`config.mk`:
```
export PLATFORM = sky130hd
export DESIGN_NAME = sync_fifo_v2_flat
export DESIGN_NICKNAME = d
export VERILOG_FILES = /design/src/rtl/sync_fifo_v2_if.sv /design/src/rtl/sync_fifo_v2.sv /design/src/flat_wrapper.sv
export SDC_FILE = /design/constraint.sdc
export NUM_CORES = 1
export LEC_CHECK = 0
export ABC_CLOCK_PERIOD_IN_PS = 4000
export CAP_MARGIN = 20
export CELL_PAD_IN_SITES_DETAIL_PLACEMENT = 0
export CELL_PAD_IN_SITES_GLOBAL_PLACEMENT = 1
export CORE_UTILIZATION = 49
export CTS_CLUSTER_SIZE = 14
export DETAILED_ROUTE_END_ITERATION = 8
export PLACE_DENSITY_LB_ADDON = 0.2
export REMOVE_ABC_BUFFERS = 1
export SYNTH_ARGS = -nofsm -noshare
export SYNTH_HDL_FRONTEND = slang
export SYNTH_SLANG_ARGS = --single-unit
```
`constraint.sdc`:
```
create_clock -name clk -period 4 [get_ports clk]
set_input_delay 0.8 -clock clk [delete_from_list [all_inputs] [get_ports clk]]
set_output_delay 0.8 -clock clk [all_outputs]
set_load 0.02 [all_outputs]
```
`src/rtl/sync_fifo_v2_if.sv`:
```
// Handshake bundle for sync_fifo_v2.
//   master : request side (drives i_* and reads back o_*)
//   slave  : the FIFO (samples i_* and drives o_*)
// Signals: write port (i_wren, i_wrdata), read port (i_rden, o_rddata,
// o_rdvalid), status (o_full, o_empty, o_alm_full, o_alm_empty, o_count).
// With SYNC_FIFO_V2_ERR_EN defined the bundle also carries i_clr_err,
// o_overflow and o_underflow.
interface sync_fifo_v2_if #(
  parameter int DATA_W = 32,
  parameter int DEPTH  = 16
);
  localparam int CW = $clog2(DEPTH + 1);

  logic              i_wren;
  logic [DATA_W-1:0] i_wrdata;
  logic              i_rden;
  logic [DATA_W-1:0] o_rddata;
  logic              o_rdvalid;
  logic              o_full;
  logic              o_empty;
  logic              o_alm_full;
  logic              o_alm_empty;
  logic [CW-1:0]     o_count;
`ifdef SYNC_FIFO_V2_ERR_EN
  logic              i_clr_err;
  logic              o_overflow;
  logic              o_underflow;

  modport master (output i_wren, i_wrdata, i_rden, i_clr_err,
                  input  o_rddata, o_rdvalid, o_full, o_empty, o_alm_full,
                         o_alm_empty, o_count, o_overflow, o_underflow);
  modport slave  (input  i_wren, i_wrdata, i_rden, i_clr_err,
                  output o_rddata, o_rdvalid, o_full, o_empty, o_alm_full,
                         o_alm_empty, o_count, o_overflow, o_underflow);
`else
  modport master (output i_wren, i_wrdata, i_rden,
                  input  o_rddata, o_rdvalid, o_full, o_empty, o_alm_full,
                         o_alm_empty, o_count);
  modport slave  (input  i_wren, i_wrdata, i_rden,
                  output o_rddata, o_rdvalid, o_full, o_empty, o_alm_full,
                         o_alm_empty, o_count);
`endif
endinterface

```
`src/rtl/sync_fifo_v2.sv`:
```
// Synchronous FIFO, any DEPTH >= 2 (power of two not required).
// Ports: clk (rising edge), rst (async, active-high), bus (sync_fifo_v2_if
// slave modport: write/read handshake, data, count and status flags).
// FWFT=0 : accepted read registers the head word into o_rddata; o_rdvalid
//          pulses the following cycle.
// FWFT=1 : o_rddata shows the head word combinationally, o_rdvalid=!empty.
// Optional macro SYNC_FIFO_V2_ERR_EN adds sticky o_overflow/o_underflow
// flags cleared by i_clr_err.
module sync_fifo_v2 #(
  parameter int DATA_W = 32,
  parameter int DEPTH  = 16,
  parameter int UPP_TH = DEPTH - 2,
  parameter int LOW_TH = 2,
  parameter int FWFT   = 0
) (
  input logic           clk,
  input logic           rst,
  sync_fifo_v2_if.slave bus
);
  localparam int CW = $clog2(DEPTH + 1);
  localparam int PW = $clog2(DEPTH);

  logic [PW-1:0]     wrptr_q, wrptr_d, rdptr_q, rdptr_d;
  logic [CW-1:0]     count_q, count_d;
  logic [DATA_W-1:0] mem [DEPTH];
  logic              full, empty, wr_ok, rd_ok;

  always_comb begin
    full    = (count_q == CW'(DEPTH));
    empty   = (count_q == '0);
    // A full FIFO rejects writes even when a read frees a slot this cycle.
    wr_ok   = bus.i_wren && !full;
    rd_ok   = bus.i_rden && !empty;
    wrptr_d = wrptr_q;
    rdptr_d = rdptr_q;
    count_d = count_q;
    // Explicit wrap compare keeps non-power-of-two depths correct.
    if (wr_ok) wrptr_d = (wrptr_q == PW'(DEPTH - 1)) ? '0 : wrptr_q + 1'b1;
    if (rd_ok) rdptr_d = (rdptr_q == PW'(DEPTH - 1)) ? '0 : rdptr_q + 1'b1;
    case ({wr_ok, rd_ok})
      2'b10:   count_d = count_q + 1'b1;
      2'b01:   count_d = count_q - 1'b1;
      default: count_d = count_q;
    endcase
  end

  always_ff @(posedge clk or posedge rst) begin
    if (rst) begin
      wrptr_q <= '0;
      rdptr_q <= '0;
      count_q <= '0;
    end else begin
      wrptr_q <= wrptr_d;
      rdptr_q <= rdptr_d;
      count_q <= count_d;
    end
  end

  // Storage is deliberately left without reset.
  always_ff @(posedge clk) begin
    if (wr_ok) mem[wrptr_q] <= bus.i_wrdata;
  end

  // Status flags come straight off the registered count.
  assign bus.o_full      = full;
  assign bus.o_empty     = empty;
  assign bus.o_count     = count_q;
  assign bus.o_alm_full  = (count_q >= CW'(UPP_TH));
  assign bus.o_alm_empty = (count_q <= CW'(LOW_TH));

  generate
    if (FWFT != 0) begin : g_fwft
      assign bus.o_rddata  = mem[rdptr_q];
      assign bus.o_rdvalid = !empty;
    end else begin : g_reg
      logic [DATA_W-1:0] rddata_q, rddata_d;
      logic              rdvalid_q, rdvalid_d;

      always_comb begin
        rddata_d  = rddata_q;
        rdvalid_d = rd_ok;
        if (rd_ok) rddata_d = mem[rdptr_q];
      end

      always_ff @(posedge clk or posedge rst) begin
        if (rst) begin
          rddata_q  <= '0;
          rdvalid_q <= 1'b0;
        end else begin
          rddata_q  <= rddata_d;
          rdvalid_q <= rdvalid_d;
        end
      end

      assign bus.o_rddata  = rddata_q;
      assign bus.o_rdvalid = rdvalid_q;
    end
  endgenerate

`ifdef SYNC_FIFO_V2_ERR_EN
  logic ovf_q, ovf_d, udf_q, udf_d;

  // Set is applied after clear so a simultaneous error wins.
  always_comb begin
    ovf_d = ovf_q;
    udf_d = udf_q;
    if (bus.i_clr_err) begin
      ovf_d = 1'b0;
      udf_d = 1'b0;
    end
    if (bus.i_wren && full)  ovf_d = 1'b1;
    if (bus.i_rden && empty) udf_d = 1'b1;
  end

  always_ff @(posedge clk or posedge rst) begin
    if (rst) begin
      ovf_q <= 1'b0;
      udf_q <= 1'b0;
    end else begin
      ovf_q <= ovf_d;
      udf_q <= udf_d;
    end
  end

  assign bus.o_overflow  = ovf_q;
  assign bus.o_underflow = udf_q;
`endif
endmodule

```
`src/flat_wrapper.sv`:
```
// flat-port wrapper written by rule: the top's interface ports become plain ports
module sync_fifo_v2_flat 
#(
  parameter int DATA_W = 32,
  parameter int DEPTH  = 16,
  parameter int UPP_TH = DEPTH - 2,
  parameter int LOW_TH = 2,
  parameter int FWFT   = 0
)
  (clk, rst, bus_i_wren, bus_i_wrdata, bus_i_rden, bus_o_rddata, bus_o_rdvalid, bus_o_full, bus_o_empty, bus_o_alm_full, bus_o_alm_empty, bus_o_count);
  sync_fifo_v2_if #(.DATA_W(DATA_W), .DEPTH(DEPTH)) bus_i ();
  input logic clk;
  input logic rst;
  input wire logic [$bits(bus_i.i_wren)-1:0] bus_i_wren;
  input wire logic [$bits(bus_i.i_wrdata)-1:0] bus_i_wrdata;
  input wire logic [$bits(bus_i.i_rden)-1:0] bus_i_rden;
  output wire logic [$bits(bus_i.o_rddata)-1:0] bus_o_rddata;
  output wire logic [$bits(bus_i.o_rdvalid)-1:0] bus_o_rdvalid;
  output wire logic [$bits(bus_i.o_full)-1:0] bus_o_full;
  output wire logic [$bits(bus_i.o_empty)-1:0] bus_o_empty;
  output wire logic [$bits(bus_i.o_alm_full)-1:0] bus_o_alm_full;
  output wire logic [$bits(bus_i.o_alm_empty)-1:0] bus_o_alm_empty;
  output wire logic [$bits(bus_i.o_count)-1:0] bus_o_count;
  assign bus_i.i_wren = bus_i_wren;
  assign bus_i.i_wrdata = bus_i_wrdata;
  assign bus_i.i_rden = bus_i_rden;
  assign bus_o_rddata = bus_i.o_rddata;
  assign bus_o_rdvalid = bus_i.o_rdvalid;
  assign bus_o_full = bus_i.o_full;
  assign bus_o_empty = bus_i.o_empty;
  assign bus_o_alm_full = bus_i.o_alm_full;
  assign bus_o_alm_empty = bus_i.o_alm_empty;
  assign bus_o_count = bus_i.o_count;
  sync_fifo_v2 #(.DATA_W(DATA_W), .DEPTH(DEPTH), .UPP_TH(UPP_TH), .LOW_TH(LOW_TH), .FWFT(FWFT)) u_core (.clk(clk), .rst(rst), .bus(bus_i));
endmodule
```
==> results.sh <==
export IMPL_status="finished clean"
export IMPL_switching_power_uw=5000
export IMPL_yosysUniqueCellTypes=41
export IMPL_grt_use_total_pct=20.9
export IMPL_maxCapViolCount=0
export IMPL_tightest_slew_ns=1.05
export IMPL_synth_top_cells_by_area="edfxtp_1 72%, mux4_2 14%, dfrtp_1 5.4%"
export IMPL_ys_top_cells_by_count="512 x edfxtp_1, 128 x mux4_2, 54 x o22ai_1"
export IMPL_place_congestion=0.740
export IMPL_p_per_area_mw_per_mm2=705
export IMPL_cp_max_fo=8
export IMPL_nets=1119
export IMPL_die_width_microns=210
export IMPL_io_buffers=77
export IMPL_postLayoutCellArea_sq_mm=0.0248
export IMPL_drive_gt1_share_pct=27.7
export IMPL_coreArea_sq_mm=0.0423
export IMPL_power_frac_clock_pct=29.5
export IMPL_yosysSeqAreaShare_pct=77.8
export IMPL_worstSetupEndpointType="output pin"
export IMPL_hold_start="u_core.bus.o_rddata[31]"
export IMPL_critPathMaxStageDelay_ns=0.62
export IMPL_final_core_util_pct=58.6
export IMPL_period_minus_slack_ns=3.19
export IMPL_finalCritPeriodShare_pct=79.8
export IMPL_drc=0
export IMPL_syn2layout_area_growth_pct=16.8
export IMPL_rows=75
export IMPL_synth_avg_cell_area_sq_um=22.2
export IMPL_grt_pass1_wl_mm=66.4
export IMPL_fmax_ghz=0.313
export IMPL_cts_resized=0
export IMPL_p_sw_share_pct=28.6
export IMPL_critPathArrivalTime_ns=2.39
export IMPL_die_area_sq_mm=0.0442
export IMPL_ys_seq_elements=558
export IMPL_dr_pass1_iters=4
export IMPL_io_pins=78
export IMPL_path_clk_slew_ns=0.06
export IMPL_avgRoutedWirePerCell_microns=26.2
export IMPL_p_leak_uw=0.00791
export IMPL_setup_viol=0
export IMPL_ant_nets=0
export IMPL_dr_first_iter_drc_count=719
export IMPL_cp_top_family="simple AND/OR/NAND/NOR gates"
export IMPL_cts_tree="built"
export IMPL_finalHoldViolCount=0
export IMPL_synth_top_cell_area_share_pct=72.4
export IMPL_yosysWarnings=0
export IMPL_grt_max_degree=61
export IMPL_peakVddDrop_v=0.000500
export IMPL_max_slew_margin_pct=29.9
export IMPL_yosysMostFrequentCell="edfxtp_1"
export IMPL_place_hpwl_mm=23.7
export IMPL_cts_sinks=558
export IMPL_synth_edf_count=512
export IMPL_netlist_area_sq_mm=0.0212
export IMPL_ys_flop_type="edfxtp_1"
export IMPL_crit_start="u_core.bus.o_count[1]"
export IMPL_clock_latency_ns=0.59
export IMPL_vias=9920
export IMPL_postCtsSetupBuffers=0
export IMPL_fin_skew_ns=0.0203
export IMPL_critical_path_class="reg2out"
export IMPL_antenna_cells=0
export IMPL_start_util_pct=50.2
export IMPL_worst_hold_path_type="reg2reg"
export IMPL_total_power_uw=17500
export IMPL_numCtsBuffers=55
export IMPL_critPathRequiredTime_ns=3.20
export IMPL_crit_slowest_cell="clkdlybuf4s50_1"
export IMPL_grt_overflow_total=0
export IMPL_rsz0062_at_grt="false"
export IMPL_critPathLaunchType="flip-flop"
export IMPL_place_area_sq_mm=0.0230
export IMPL_fp_dieH_microns=210
export IMPL_cts_buffer_depth=3
export IMPL_vias_per_cell=5.86
export IMPL_seqPwrFrac_pct=43.0
export IMPL_cp_buffers_inverters=1
export IMPL_wl_mm=44.4
export IMPL_finalMaxSlewViolations=0
export IMPL_grt_pass1_vias=10300
export IMPL_antenna_found_initial=0
export IMPL_async_reset_ff_share_pct=8.24
export IMPL_h_tree_depth=2
export IMPL_p_int_uw=12500
export IMPL_yosysTopAreaCell="edfxtp_1"
export IMPL_layout_setup_ws_ns=0.807
export IMPL_syn_inst=956
export IMPL_root_buffer="clkbuf_16"
export IMPL_ctsHoldBuffers=0
export IMPL_place_ws_ns=0.786
export IMPL_worstPathCellList="or4_4 > nor2_1 > clkdlybuf4s50_1"
export IMPL_pwr_share_comb_pct=27.5
export IMPL_crit_reg2reg_launch="u_core.bus.o_count[1]"
## worst register-to-register path, stage by stage (launching register included)
cell,delay (ns)
dfrtp_1,0.47
or4_4,0.61
o21ai_4,0.38
inv_2,0.07
ha_1,0.30
fa_1,0.43
a21o_1,0.19
a21oi_1,0.18
mux2i_1,0.23
xnor2_1,0.13
## cells in the final DEF (no fill, tap or decap), types with 6 or more instances in the layout
cell type          n
clkbuf_16         55
nand2_1           12
bufinv_16          6
clkdlybuf4s50_1   77
a21oi_1           29
clkbuf_8           8
mux4_2           128
mux2_2            33
edfxtp_1         512
nor3_1             6
nor2_4            12
buf_12            11
clkbuf_1          12
mux2i_1            6
ha_1               9
buf_4             27
clkinv_2          11
o22ai_1           54
dfrtp_1           43
## routing by layer
| metal | vias up | wire [microns] | global-route usage (%) |
|---|---|---|---|
| met2 | 274 | 21500 | 33.2 |
| met5 | - | 0 | 0 |
| li1 | 4265 | - | - |
| met1 | 5312 | 19900 | 30.3 |
| met3 | 69 | 2070 | 2.99 |
| met4 | 0 | 932 | 6.64 |
## final cells by class
cell class	count	area [sq um]
Fill cell	3083	17500
Clock buffer	75	1530
Clock inverter	25	279
Inverter	5	18.8
Multi-Input combinational cell	338	4530
Tap cell	577	722
Sequential cell	558	16500
Timing Repair Buffer	115	1190
## registers in the layout (all words and copies together), names as in the netlist
signal,count
u_core.bus.o_count,5
u_core.bus.o_rddata,32
u_core.bus.o_rdvalid,1
u_core.mem,512
u_core.rdptr_q,4
u_core.wrptr_q,4
## path summary, 6_finish.rpt
| check | endpoint | slack, ns | cells after the start |
|---|---|---|---|
| max | bus_o_empty | 0.81 | 3 |
| min | u_core.bus.o_rddata[31] | 0.52 | 1 |
| max reg2reg | u_core.bus.o_count[4] | 0.93 | 9 |
| min reg2reg | u_core.bus.o_rddata[31] | 0.52 | 1 |
| max in group asynchronous | u_core.rdptr_q[3] | 2.58 | 3 |
| min in group asynchronous | u_core.bus.o_rddata[15] | 0.76 | 3 |
## per-stage QoR
| step | hold WS [ns] | std cells | setup TNS (ns) |
|---|---|---|---|
| 4_1_cts | 0.520 | 1693 | 0 |
| 3_5_place_dp | 0.506 | 1593 | 0 |
| 2_1_floorplan | 0.592 | 901 | -123.63 |
| 5_1_grt | 0.566 | 1693 | 0 |
| 3_3_place_gp | 0.513 | 1593 | 0 |
| 6_report | 0.519 | 1693 | 0 |
## cells by family after synthesis
group	count (synthesis)	synth area share, %
fa+ha+maj	10	0.624
flops	558	77.8
simple gates	50	1.12
xor+xnor	6	0.247
compound gates	105	3.20
mux	167	15.6
buf+inv	60	1.43
## power by group through the flow
stage	Sequential [uW]	Combinational (uW)	Clock, uW
floorplan	8120	2740	0
global placement	7630	4870	0
detailed placement	7640	4890	0
CTS	7530	4910	5250
global route	7590	5170	5470
finish	7520	4810	5160
Note: power is estimated with default switching activity, not from simulation.
